File: config.mk
export PLATFORM = sky130hd
export DESIGN_NAME = mem_arbiter
export DESIGN_NICKNAME = d
export VERILOG_FILES = /design/src/rtl/mem_arbiter.sv
export SDC_FILE = /design/constraint.sdc
export NUM_CORES = 1
export LEC_CHECK = 0
export CAP_MARGIN = 20
export CORE_MARGIN = 5
export CORE_UTILIZATION = 42
export DETAILED_ROUTE_END_ITERATION = 7
export PLACE_DENSITY_LB_ADDON = 0.1
export SYNTH_ARGS = -nofsm -noshare
export SYNTH_HDL_FRONTEND = slang
export SYNTH_SLANG_ARGS = --single-unit
File: constraint.sdc
create_clock -name clk_i -period 3.45 [get_ports clk_i]
set_clock_uncertainty 0.2 [all_clocks]
set_input_delay 1.035 -clock clk_i [delete_from_list [all_inputs] [get_ports clk_i]]
set_output_delay 1.035 -clock clk_i [all_outputs]
set_load 0.05 [all_outputs]
File: src/rtl/mem_arbiter.sv
// rtl/mem_arbiter.sv - two-requester round-robin memory arbiter with per-transaction timeout
module mem_arbiter #(
    parameter int unsigned TIMEOUT = 16
) (
    input  logic        clk_i,
    input  logic        rst_ni,

    input  logic        r0_req_i,
    input  logic        r0_rw_i,
    input  logic [31:0] r0_addr_i,
    input  logic [31:0] r0_wdata_i,
    output logic [31:0] r0_rdata_o,
    output logic        r0_ack_o,
    output logic        r0_err_o,

    input  logic        r1_req_i,
    input  logic        r1_rw_i,
    input  logic [31:0] r1_addr_i,
    input  logic [31:0] r1_wdata_i,
    output logic [31:0] r1_rdata_o,
    output logic        r1_ack_o,
    output logic        r1_err_o,

    output logic        mem_req_o,
    output logic        mem_rw_o,
    output logic [31:0] mem_addr_o,
    output logic [31:0] mem_wdata_o,
    input  logic [31:0] mem_rdata_i,
    input  logic        mem_ack_i,

    output logic [1:0]  grant_o
);

    typedef enum logic [1:0] {
        IDLE = 2'd0,
        BUSY = 2'd1,
        RESP = 2'd2
    } state_e;

    localparam logic [7:0] CNT_LIMIT = 8'(TIMEOUT - 1);

    state_e      state_q,     state_d;
    logic [1:0]  grant_q,     grant_d;
    logic        last_r1_q,   last_r1_d;
    logic [7:0]  cnt_q,       cnt_d;
    logic        mem_rw_q,    mem_rw_d;
    logic [31:0] mem_addr_q,  mem_addr_d;
    logic [31:0] mem_wdata_q, mem_wdata_d;
    logic [31:0] r0_rdata_q,  r0_rdata_d;
    logic [31:0] r1_rdata_q,  r1_rdata_d;
    logic [1:0]  ack_q,       ack_d;
    logic [1:0]  err_q,       err_d;

    logic        sel_r1;

    // On a tie the requester that was not served last wins.
    always_comb begin
        sel_r1 = 1'b0;
        if (r0_req_i && r1_req_i) begin
            sel_r1 = ~last_r1_q;
        end else if (r1_req_i) begin
            sel_r1 = 1'b1;
        end
    end

    always_comb begin
        state_d     = state_q;
        grant_d     = grant_q;
        last_r1_d   = last_r1_q;
        cnt_d       = cnt_q;
        mem_rw_d    = mem_rw_q;
        mem_addr_d  = mem_addr_q;
        mem_wdata_d = mem_wdata_q;
        r0_rdata_d  = r0_rdata_q;
        r1_rdata_d  = r1_rdata_q;
        ack_d       = 2'b00;
        err_d       = 2'b00;

        case (state_q)
            IDLE: begin
                if (r0_req_i || r1_req_i) begin
                    grant_d     = sel_r1 ? 2'b10 : 2'b01;
                    mem_rw_d    = sel_r1 ? r1_rw_i    : r0_rw_i;
                    mem_addr_d  = sel_r1 ? r1_addr_i  : r0_addr_i;
                    mem_wdata_d = sel_r1 ? r1_wdata_i : r0_wdata_i;
                    cnt_d       = 8'd0;
                    state_d     = BUSY;
                end
            end

            BUSY: begin
                // A completion on the final timeout cycle still counts as success.
                if (mem_ack_i) begin
                    if (!mem_rw_q) begin
                        if (grant_q[0]) r0_rdata_d = mem_rdata_i;
                        if (grant_q[1]) r1_rdata_d = mem_rdata_i;
                    end
                    ack_d   = grant_q;
                    state_d = RESP;
                end else if (cnt_q == CNT_LIMIT) begin
                    if (grant_q[0]) r0_rdata_d = 32'hFFFF_FFFF;
                    if (grant_q[1]) r1_rdata_d = 32'hFFFF_FFFF;
                    err_d   = grant_q;
                    state_d = RESP;
                end else if (cnt_q != 8'hFF) begin
                    cnt_d = cnt_q + 8'd1;
                end
            end

            RESP: begin
                last_r1_d = grant_q[1];
                grant_d   = 2'b00;
                state_d   = IDLE;
            end

            default: begin
                grant_d = 2'b00;
                state_d = IDLE;
            end
        endcase
    end

    // Reset leaves the pointer on r1 so that r0 wins the first tie.
    always_ff @(posedge clk_i or negedge rst_ni) begin
        if (!rst_ni) begin
            state_q     <= IDLE;
            grant_q     <= 2'b00;
            last_r1_q   <= 1'b1;
            cnt_q       <= 8'd0;
            mem_rw_q    <= 1'b0;
            mem_addr_q  <= 32'd0;
            mem_wdata_q <= 32'd0;
            r0_rdata_q  <= 32'd0;
            r1_rdata_q  <= 32'd0;
            ack_q       <= 2'b00;
            err_q       <= 2'b00;
        end else begin
            state_q     <= state_d;
            grant_q     <= grant_d;
            last_r1_q   <= last_r1_d;
            cnt_q       <= cnt_d;
            mem_rw_q    <= mem_rw_d;
            mem_addr_q  <= mem_addr_d;
            mem_wdata_q <= mem_wdata_d;
            r0_rdata_q  <= r0_rdata_d;
            r1_rdata_q  <= r1_rdata_d;
            ack_q       <= ack_d;
            err_q       <= err_d;
        end
    end

    assign mem_req_o   = (state_q == BUSY);
    assign mem_rw_o    = mem_rw_q;
    assign mem_addr_o  = mem_addr_q;
    assign mem_wdata_o = mem_wdata_q;
    assign grant_o     = grant_q;

    assign r0_rdata_o  = r0_rdata_q;
    assign r1_rdata_o  = r1_rdata_q;
    assign r0_ack_o    = ack_q[0];
    assign r1_ack_o    = ack_q[1];
    assign r0_err_o    = err_q[0];
    assign r1_err_o    = err_q[1];

endmodule

* Yosys cells after proc, flatten, opt, wreduce, memory -nomap -nowiden
Cells that the tools add are included.
Operators by class: $add $sub $neg 1, mux-type cells 32, bitwise operators 2, equal/unequal tests 10, reductions and logical operators 11
Operator list (number):
- $mux W32 | 12
- $mux W8 | 4
- $mux W2 | 10
- $pmux W8 S2 | 1
- $add A8 B1 Y8 const B | 1
- $eq A8 B4 Y1 const B | 1
- $ne A2 B2 Y1 const B | 4
- $ne A8 B8 Y1 const B | 1
- $pmux W2 S2 | 2
- $reduce_and A4 Y1 | 2
- $reduce_and A2 Y1 | 3
- $reduce_and A5 Y1 | 1
- $reduce_bool A2 Y1 | 2
- $mux W1 | 3
- $ne A3 B1 Y1 const B | 1
- $eq A2 B1 Y1 const B | 1
- $eq A2 B2 Y1 const B | 1
- $logic_not A2 Y1 | 1
- $ne A2 B1 Y1 const B | 1
- $not A1 Y1 | 2
- $logic_and A1 B1 Y1 | 1
- $logic_or A1 B1 Y1 | 1
Word-level totals: input bits 167, word-level logic and storage cells 67, output and inout bits 136, register bits 146

* Longest topological paths before layout
Gate-level depths: netlist (run 1).
depth after elaboration 5, mapped depth 8

* Worst setup path before layout (run 1)
No wires, ideal clock.
kind input to register, start point input r0_req_i, end point register mem_addr_q[24] (netlist: mem_addr_o[24]), slack 1.016 ns, buffers on the path 2, stages 6, arrival time 2.167 ns, setup time 0.067 ns, path through inv_1 -> a2111oi_0 -> buf_2 -> clkbuf_1 -> a22oi_1 -> nand2_1
Between the ends: cells in the longest elaborated chain, start to end 3, elaborated cells between the ends (all ways) 5
Ends and longest elaborated chain:
- start, declared | RTL line 8 | input logic r0_req_i,
- $logic_and A1 B1 Y1 | RTL line 59 | if (r0_req_i && r1_req_i) begin
- $mux W1 | RTL line 59
- $mux W32 | RTL line 84 | mem_addr_d = sel_r1 ? r1_addr_i : r0_addr_i;
- end signal, assigned | RTL line 143 | mem_addr_q <= mem_addr_d;
- end, declared | RTL line 47 | logic [31:0] mem_addr_q, mem_addr_d;
Parallel ways exist; a longest one is shown, timed or not. A chain may end at the register's enable or synchronous reset.

* Worst setup path after layout (run 1)
start point register state_q[1], end point output mem_req_o
Between the ends: cells in the longest elaborated chain, start to end 1
Ends and longest elaborated chain:
- start, declared | RTL line 42 | state_e state_q, state_d;
- start signal, assigned | RTL line 138 | state_q <= state_d;
- $eq A2 B1 Y1 | RTL line 152 | assign mem_req_o = (state_q == BUSY);
- end, declared | RTL line 24 | output logic mem_req_o,
No other way between the ends.

==> results of run 1 <==
final cells by class:
type / instances / area (um^2)
fillers: 1019 / 4134
flip-flops and latches: 146 / 3655
repair buffers: 316 / 3164
multi-input cells: 335 / 2122
clock buffers: 20 / 446.7
well taps: 180 / 225.2
clock inverters: 12 / 158.9
inverters: 7 / 26.28
diodes: 1 / 2.502
state kept, by name (all words and copies together) (netlist names):
name	cells
mem_addr_o	32
mem_wdata_o	32
r0_rdata_o	32
r1_rdata_o	32
cnt_q	8
ack_q	2
err_q	2
grant_o	2
state_q	2
last_r1_q	1
mem_rw_o	1
worst max-delay path: cells and delay by family, from the launching register on:
| kind | cells | cell delay [ns] |
|---|---|---|
| buffers and inverters | 2 | 0.64 |
| DFF | 1 | 0.50 |
| and+or+nand+nor | 1 | 0.32 |
final timing paths:
kind	from	end	slack, ns	cells past startpoint
worst max-delay path	state_q[1]	mem_req_o	0.34	3
worst min-delay path	mem_wdata_o[2]	mem_wdata_o[2]	0.26	2
worst max register to register	cnt_q[5]	r1_rdata_o[23]	1.08	4
worst min register to register	mem_wdata_o[2]	mem_wdata_o[2]	0.26	2
max in group asynchronous	rst_ni	last_r1_q	1.89	2
min in group asynchronous	rst_ni	r0_rdata_o[20]	0.42	1
metal layers:
| metal | global-route usage | vias to the layer above | wire length (um) |
|---|---|---|---|
| met5 | 0 | - | 18 |
| met4 | 0.08619 | 2 | 501 |
| met3 | 0.08697 | 38 | 1917 |
| met2 | 0.3985 | 239 | 9909 |
| met1 | 0.2768 | 2632 | 7383 |
| li1 | - | 2493 | - |
metrics by stage:
| stage | hold WS (ns) | cells | power, uW | util | cell area [um^2] |
|---|---|---|---|---|---|
| CTS | 0.2686 | 1016 | 10820 | 0.7032 | 9798 |
| global route | 0.2831 | 1017 | 11250 | 0.7033 | 9801 |
| floorplan | 0.3183 | 525 | 6693 | - | 5992 |
| global placement | 0.2504 | 984 | 8806 | 0.6597 | 9193 |
| finish | 0.2648 | 1017 | 10730 | 0.7033 | 9801 |
| detailed placement | 0.2549 | 984 | 8911 | 0.6597 | 9193 |
cell usage in the layout, fill, tap and decap left out, types with 2 or more instances in the layout:
cell | netlist | layout
clkbuf_16 | 0 | 17
o22ai_1 | 2 | 2
nor3_1 | 5 | 5
clkbuf_1 | 25 | 2
nor2_8 | 2 | 2
dfrtp_1 | 145 | 145
clkinv_4 | 0 | 3
o211ai_1 | 2 | 2
o21ai_0 | 2 | 2
buf_12 | 0 | 3
inv_1 | 7 | 7
and3_1 | 5 | 5
clkdlybuf4s50_1 | 0 | 300
buf_4 | 0 | 12
o22a_1 | 6 | 6
a21oi_1 | 10 | 10
nand2_1 | 140 | 139
clkinvlp_4 | 0 | 5
bufinv_16 | 0 | 3
nand3_1 | 4 | 4
nand2b_1 | 4 | 4
a22oi_1 | 66 | 66
o22a_2 | 58 | 58
nand4_1 | 3 | 3
nor2_1 | 8 | 8
power by group through the flow:
stage	clock (uW)	combinational [uW]	sequential, uW
2_1_floorplan	0	1260	5430
3_5_place_dp	0	5920	2990
3_3_place_gp	0	5860	2950
5_1_grt	1980	6190	3080
4_1_cts	1900	5930	2980
6_report	1860	5880	2980
kinds of logic (layout without fill, tap and decap cells):
| family | Yosys count | in the layout |
|---|---|---|
| and+or+nand+nor | 176 | 176 |
| AOI/OAI and AO/OA | 157 | 157 |
| DFF | 146 | 146 |
| buffers and inverters | 44 | 355 |
| adders and majority gates | 1 | 1 |
| muxes | 1 | 1 |
| other | 0 | 1 |
==> results.md, run 1 <==
- Comb power frac: 0.548
- Final WL: approximately 20000 um
- Total number of vias: ~5.4k
- Root Driver: clkbuf_16
- Crit-path max FO: 13
- Fmax: 322.0 MHz
- Worst-path clk slew: roughly 0.060 ns
- WL/cell: a little under 20 um
- Die width: between 100 and 150 um
- Initial antenna violation count: 2
- Sequential fraction of the synthesis area: 0.6099
- Aggregate global-route resource usage: 0.2358
- Worst-Skew Late Latency: ~0.41 ns
- Switching pwr: about 5000 uW
- CTS buffer count: 17
- Worst path cell trace: nand2b_1 -> inv_1 -> buf_4
- First-pass GRT wire length: 30720 um
- Final ANT Viol Nets: 0
- DRT iter0 DRCs: between 200 and 300
- Pin count of the biggest net entering global routing: just under 70
- Slowest stage delay, CP: about 0.5 ns
- Die area: ~17000 um^2
- Synth warn: 0
- Leakage: ~0.0042 uW
- Predominant post-synthesis flop cell: dfrtp_1
- Seq pwr share: 0.278
- P_int: around 5700 uW
- Htree depth: 4
- Chip height: 129.4 um
- Fin Setup TNS: 0 ns
- TritonCTS clock tree: done
- Critical Path RT: between 2 and 2.5 ns
- DRT Pass-1 Iters: 4
- Net Sw Frac: 0.4728
- Final critical-path share of the clock period: 0.9001
- Top post-synthesis cells by count: dfrtp_1 (145), nand2_1 (140), a22oi_1 (66)
- CP endpoint kind: output port
- Setup CP Type: register to output port
- Outcome: finished, final reports clean
- DRC: 0
- Xor/xnor share of the synthesized area: 0
- Cts hold-fix bufs: 0
- Setup ws final: 0.3447 ns
- # setup viols final: 0
- Post-synthesis compound-gate area fraction: 0.2211
- Synth Area in Simple Gates: 0.1257
- Synth Area in Adders: 0.002088
- Sinks on Clock Net: between 100 and 150
- Final net count: between 900 and 1k
- Cell taking the most area after synthesis: dfrtp_1
- Starting Density: 0.4300
- RSZ-0062 raised after global routing: false
- Most frequent cell after synthesis: dfrtp_1
- CP max-delay cell: dfrtp_1
- Post-synthesis net count: 693
- Yosys cell types: 40
- Post-CTS setup buffer count: 0
- Gpl congestion: approximately 0.83
- Data arrival, critical path: ~1.9 ns
- Slew Limit Fails: 0
- Pwr Density: ~1100 nW/um^2
- Clock buffer depth: 2
- Post-synth EDFFs: 0
- Clock power frac: 0.174
- Average size of a mapped cell: roughly 11 um^2
- Final Hold Viols: 0
- Maxcap violations: 0
- Cells after Synth: 525
- PortBufs: 302
- Mapped Area: 5992 um^2
- Combinational family with the most area after synthesis: compound AO/OA/AOI/OAI gates
- Slew headroom: 0.5702
- Worst-Margin Slew: roughly 0.64 ns
- Seq cells post-synth: around 150
- Post-synthesis mux area share: 0.001670
- Top cells by area, synth: dfrtp_1 (61%), o22a_2 (9.7%), nand2_1 (8.8%)
- FP Rows: 43
- Share of the synthesized area in the top cell type: 0.6056
- GRT overflow: 0
- Synth async-reset ratio: 1.000
- Synth-to-Final Area Change: 63.56%
- Final min period: 3.105 ns
- Share of cells above drive strength 1: 0.1400
- Io pins: 303
- Min-delay worst type: register to register
- Maximum VDD drop: about 0.6 mV
- Vias in the first global route: about 5.7k
- Cts repair resizes: 0
- Vias/cell: 5.314
- Std-Cell Core Area: 13930 um^2
- Crit start category: register
- Final HPWL DP: approximately 15000 um
- Placement Setup Slack: around 0.36 ns
(Power assumes the default switching activity.)
==> run 2, diff against run 1 <==
Settings changed: CORE_ASPECT_RATIO set to 1.5.
==> results.md, run 2 (synthesis results as in run 1) <==
- Setup CP Type: register to output port (unchanged)
- # setup viols final: 0 (unchanged)
- Final critical-path share of the clock period: 0.8949 (was 0.9001)
- Die area: 16800 um^2 (was 16760 um^2)
- Share of cells above drive strength 1: 0.1349 (was 0.1400)
- Pin count of the biggest net entering global routing: 66 (was 68)
- Final min period: 3.087 ns (was 3.105 ns)
- Starting Density: 0.4282 (was 0.4300)
- Total number of vias: 5347 (was 5404)
- RR Startpoint: cnt_q[4] (was cnt_q[5])
- Vias in the first global route: 5646 (was 5710)
- Worst setup path end: mem_req_o (unchanged)
- Fin util: 0.7005 (was 0.7033)
- Maxcap violations: 0 (unchanged)
- Comb power frac: 0.546 (was 0.548)
- DRT Pass-1 Iters: 4 (unchanged)
- Final Hold Viols: 0 (unchanged)
- Worst Path Buf+Inv: 2 (unchanged)
- Worst-Margin Slew: 0.6246 ns (was 0.6446 ns)
- Post-CTS setup buffer count: 0 (unchanged)
- DRT iter0 DRCs: 212 (was 265)
- WL/cell: 19.09 um (was 19.40 um)
- Worst-Skew Late Latency: 0.41 ns (about the same)
- Setup slack, reg-to-reg: 1.07 ns (was 1.08 ns)
- FF-to-FF path depth: 4 (unchanged)
- Final HPWL DP: 14520 um (was 14530 um)
- Min-delay worst type: register to register (unchanged)
- Gpl congestion: 0.8325 (was 0.8292)
- Worst Hold Slack: 0.2612 ns (was 0.2648 ns)
- Clock power frac: 0.178 (was 0.174)
- Crit-path max FO: 13 (unchanged)
- First-pass GRT wire length: 30160 um (was 30720 um)
- Sinks on Clock Net: 146 (unchanged)
- Worst path cell trace: nand2b_1 -> inv_1 -> buf_4 (unchanged)
- Vias/cell: 5.232 (was 5.314)
- Worst Min Path Start: mem_addr_o[17] (was mem_wdata_o[2])
- CP max-delay cell: dfrtp_1 (unchanged)
- Final WL: 19510 um (was 19730 um)
- TritonCTS clock tree: done (unchanged)
- Critical Path RT: 2.21 ns (about the same)
- Hold Path Cell Cnt: 2 (unchanged)
- FP Rows: 53 (was 43)
- Slowest stage delay, CP: 0.49 ns (was 0.50 ns)
- Filler cells: 1072 (was 1019)
- Seq pwr share: 0.276 (was 0.278)
- Crit path depth: 3 (unchanged)
- Slew headroom: 0.5836 (was 0.5702)
- Synth-to-Final Area Change: 63.58% (was 63.56%)
- Commonest non-fill, non-tap cell in the layout: clkdlybuf4s50_1 (unchanged)
- P_int: 5697 uW (was 5654 uW)
- Worst-path clk slew: 0.06 ns (about the same)
- Final ANT Viol Nets: 0 (unchanged)
- PortBufs: 302 (unchanged)
- Initial antenna violation count: 0 (was 2)
- Switching pwr: 5071 uW (about the same)
- Cts hold-fix bufs: 0 (unchanged)
- GRT overflow: 0 (unchanged)
- RSZ-0062 raised after global routing: false (unchanged)
- Aggregate global-route resource usage: 0.2303 (was 0.2358)
- Std-Cell Core Area: 13990 um^2 (was 13930 um^2)
- Most frequent cells in the layout: clkdlybuf4s50_1 (300), dfrtp_1 (145), nand2_1 (139) (unchanged)
- Fin Setup TNS: 0 ns (unchanged)
- CTS buffer count: 17 (unchanged)
- Top delay family on crit path: buffers and inverters (unchanged)
- Clock buffer depth: 2 (unchanged)
- Worst setup path startpoint: state_q[1] (unchanged)
- Chip height: 156.3 um (was 129.4 um)
- CP endpoint kind: output port (unchanged)
- Crit start category: register (unchanged)
- Overall Power: 10770 uW (was 10730 uW)
- FF-to-FF End: r1_rdata_o[23] (unchanged)
- Root Driver: clkbuf_16 (unchanged)
- Cts repair resizes: 0 (unchanged)
- ANT cells: 0 (was 1)
- Die width: 107.5 um (was 129.4 um)
- Data arrival, critical path: 1.85 ns (was 1.87 ns)
- Io pins: 303 (unchanged)
- DRC: 0 (unchanged)
- Htree depth: 4 (unchanged)
- Fmax: 323.9 MHz (was 322.0 MHz)
- Pwr Density: 1099 nW/um^2 (was 1094 nW/um^2)
- Final net count: 987 (was 991)
- Outcome: finished, final reports clean (unchanged)
- Maximum VDD drop: 0.5818 mV (was 0.5853 mV)
- Slew Limit Fails: 0 (unchanged)
- Leakage: 0.004168 uW (was 0.004174 uW)
- Net Sw Frac: 0.4710 (was 0.4728)
-- run 2: routing by layer --
| metal | vias up | track usage | share of wire |
|---|---|---|---|
| li1 | 2476 | - | - |
| met5 | - | 0 | 0 |
| met1 | 2584 | 0.2641 | 0.38 |
| met4 | 0 | 0.08123 | 0.020 |
| met2 | 259 | 0.3906 | 0.51 |
| met3 | 28 | 0.08997 | 0.095 |
-- run 2: stage by stage --
step / instance area, um^2 / setup slack [ns] / std cells
floorplan: 5992 / 1.016 / 525
global placement: 9190 / 0.4485 / 992
detailed placement: 9190 / 0.3577 / 992
CTS: 9802 / 0.3581 / 1022
global route: 9802 / 0.2034 / 1022
finish: 9802 / 0.3625 / 1022
-- run 2: cell type report --
type | count | area [um^2] | share of cell area
Clock buffer | 18 | 429.2 | 0.04378
Clock inverter | 12 | 182.7 | 0.01864
Inverter | 7 | 26.28 | 0.002681
Multi-Input combinational cell | 335 | 2122 | 0.2165
Sequential cell | 146 | 3655 | 0.3729
Tap cell | 192 | 240.2 | 0.02451
Timing Repair Buffer | 312 | 3147 | 0.3210
-- run 2: worst reg2reg max path: cells and delay by family (launching register included) --
kind	cells	cell delay (ns)
DFF	1	0.46
and+or+nand+nor	2	0.98
AOI/OAI and AO/OA	2	0.67
-- run 2: worst min-delay path by stage --
stage,to,slack (ns)
after CTS,mem_addr_o[21],0.27
final,mem_addr_o[17],0.26
after detailed placement,mem_addr_o[21],0.25
after global routing,mem_wdata_o[10],0.29
after floorplan,cnt_q[0],0.32
after global placement,mem_addr_o[25],0.25
-- run 2: power groups by stage --
stage          clock [uW]  sequential (uW)  combinational [uW]
2_1_floorplan           0             5430                1260
3_3_place_gp            0             2960                5840
3_5_place_dp            0             2990                5920
4_1_cts              1960             2980                5930
5_1_grt              2040             3070                6170
6_report             1920             2970                5870
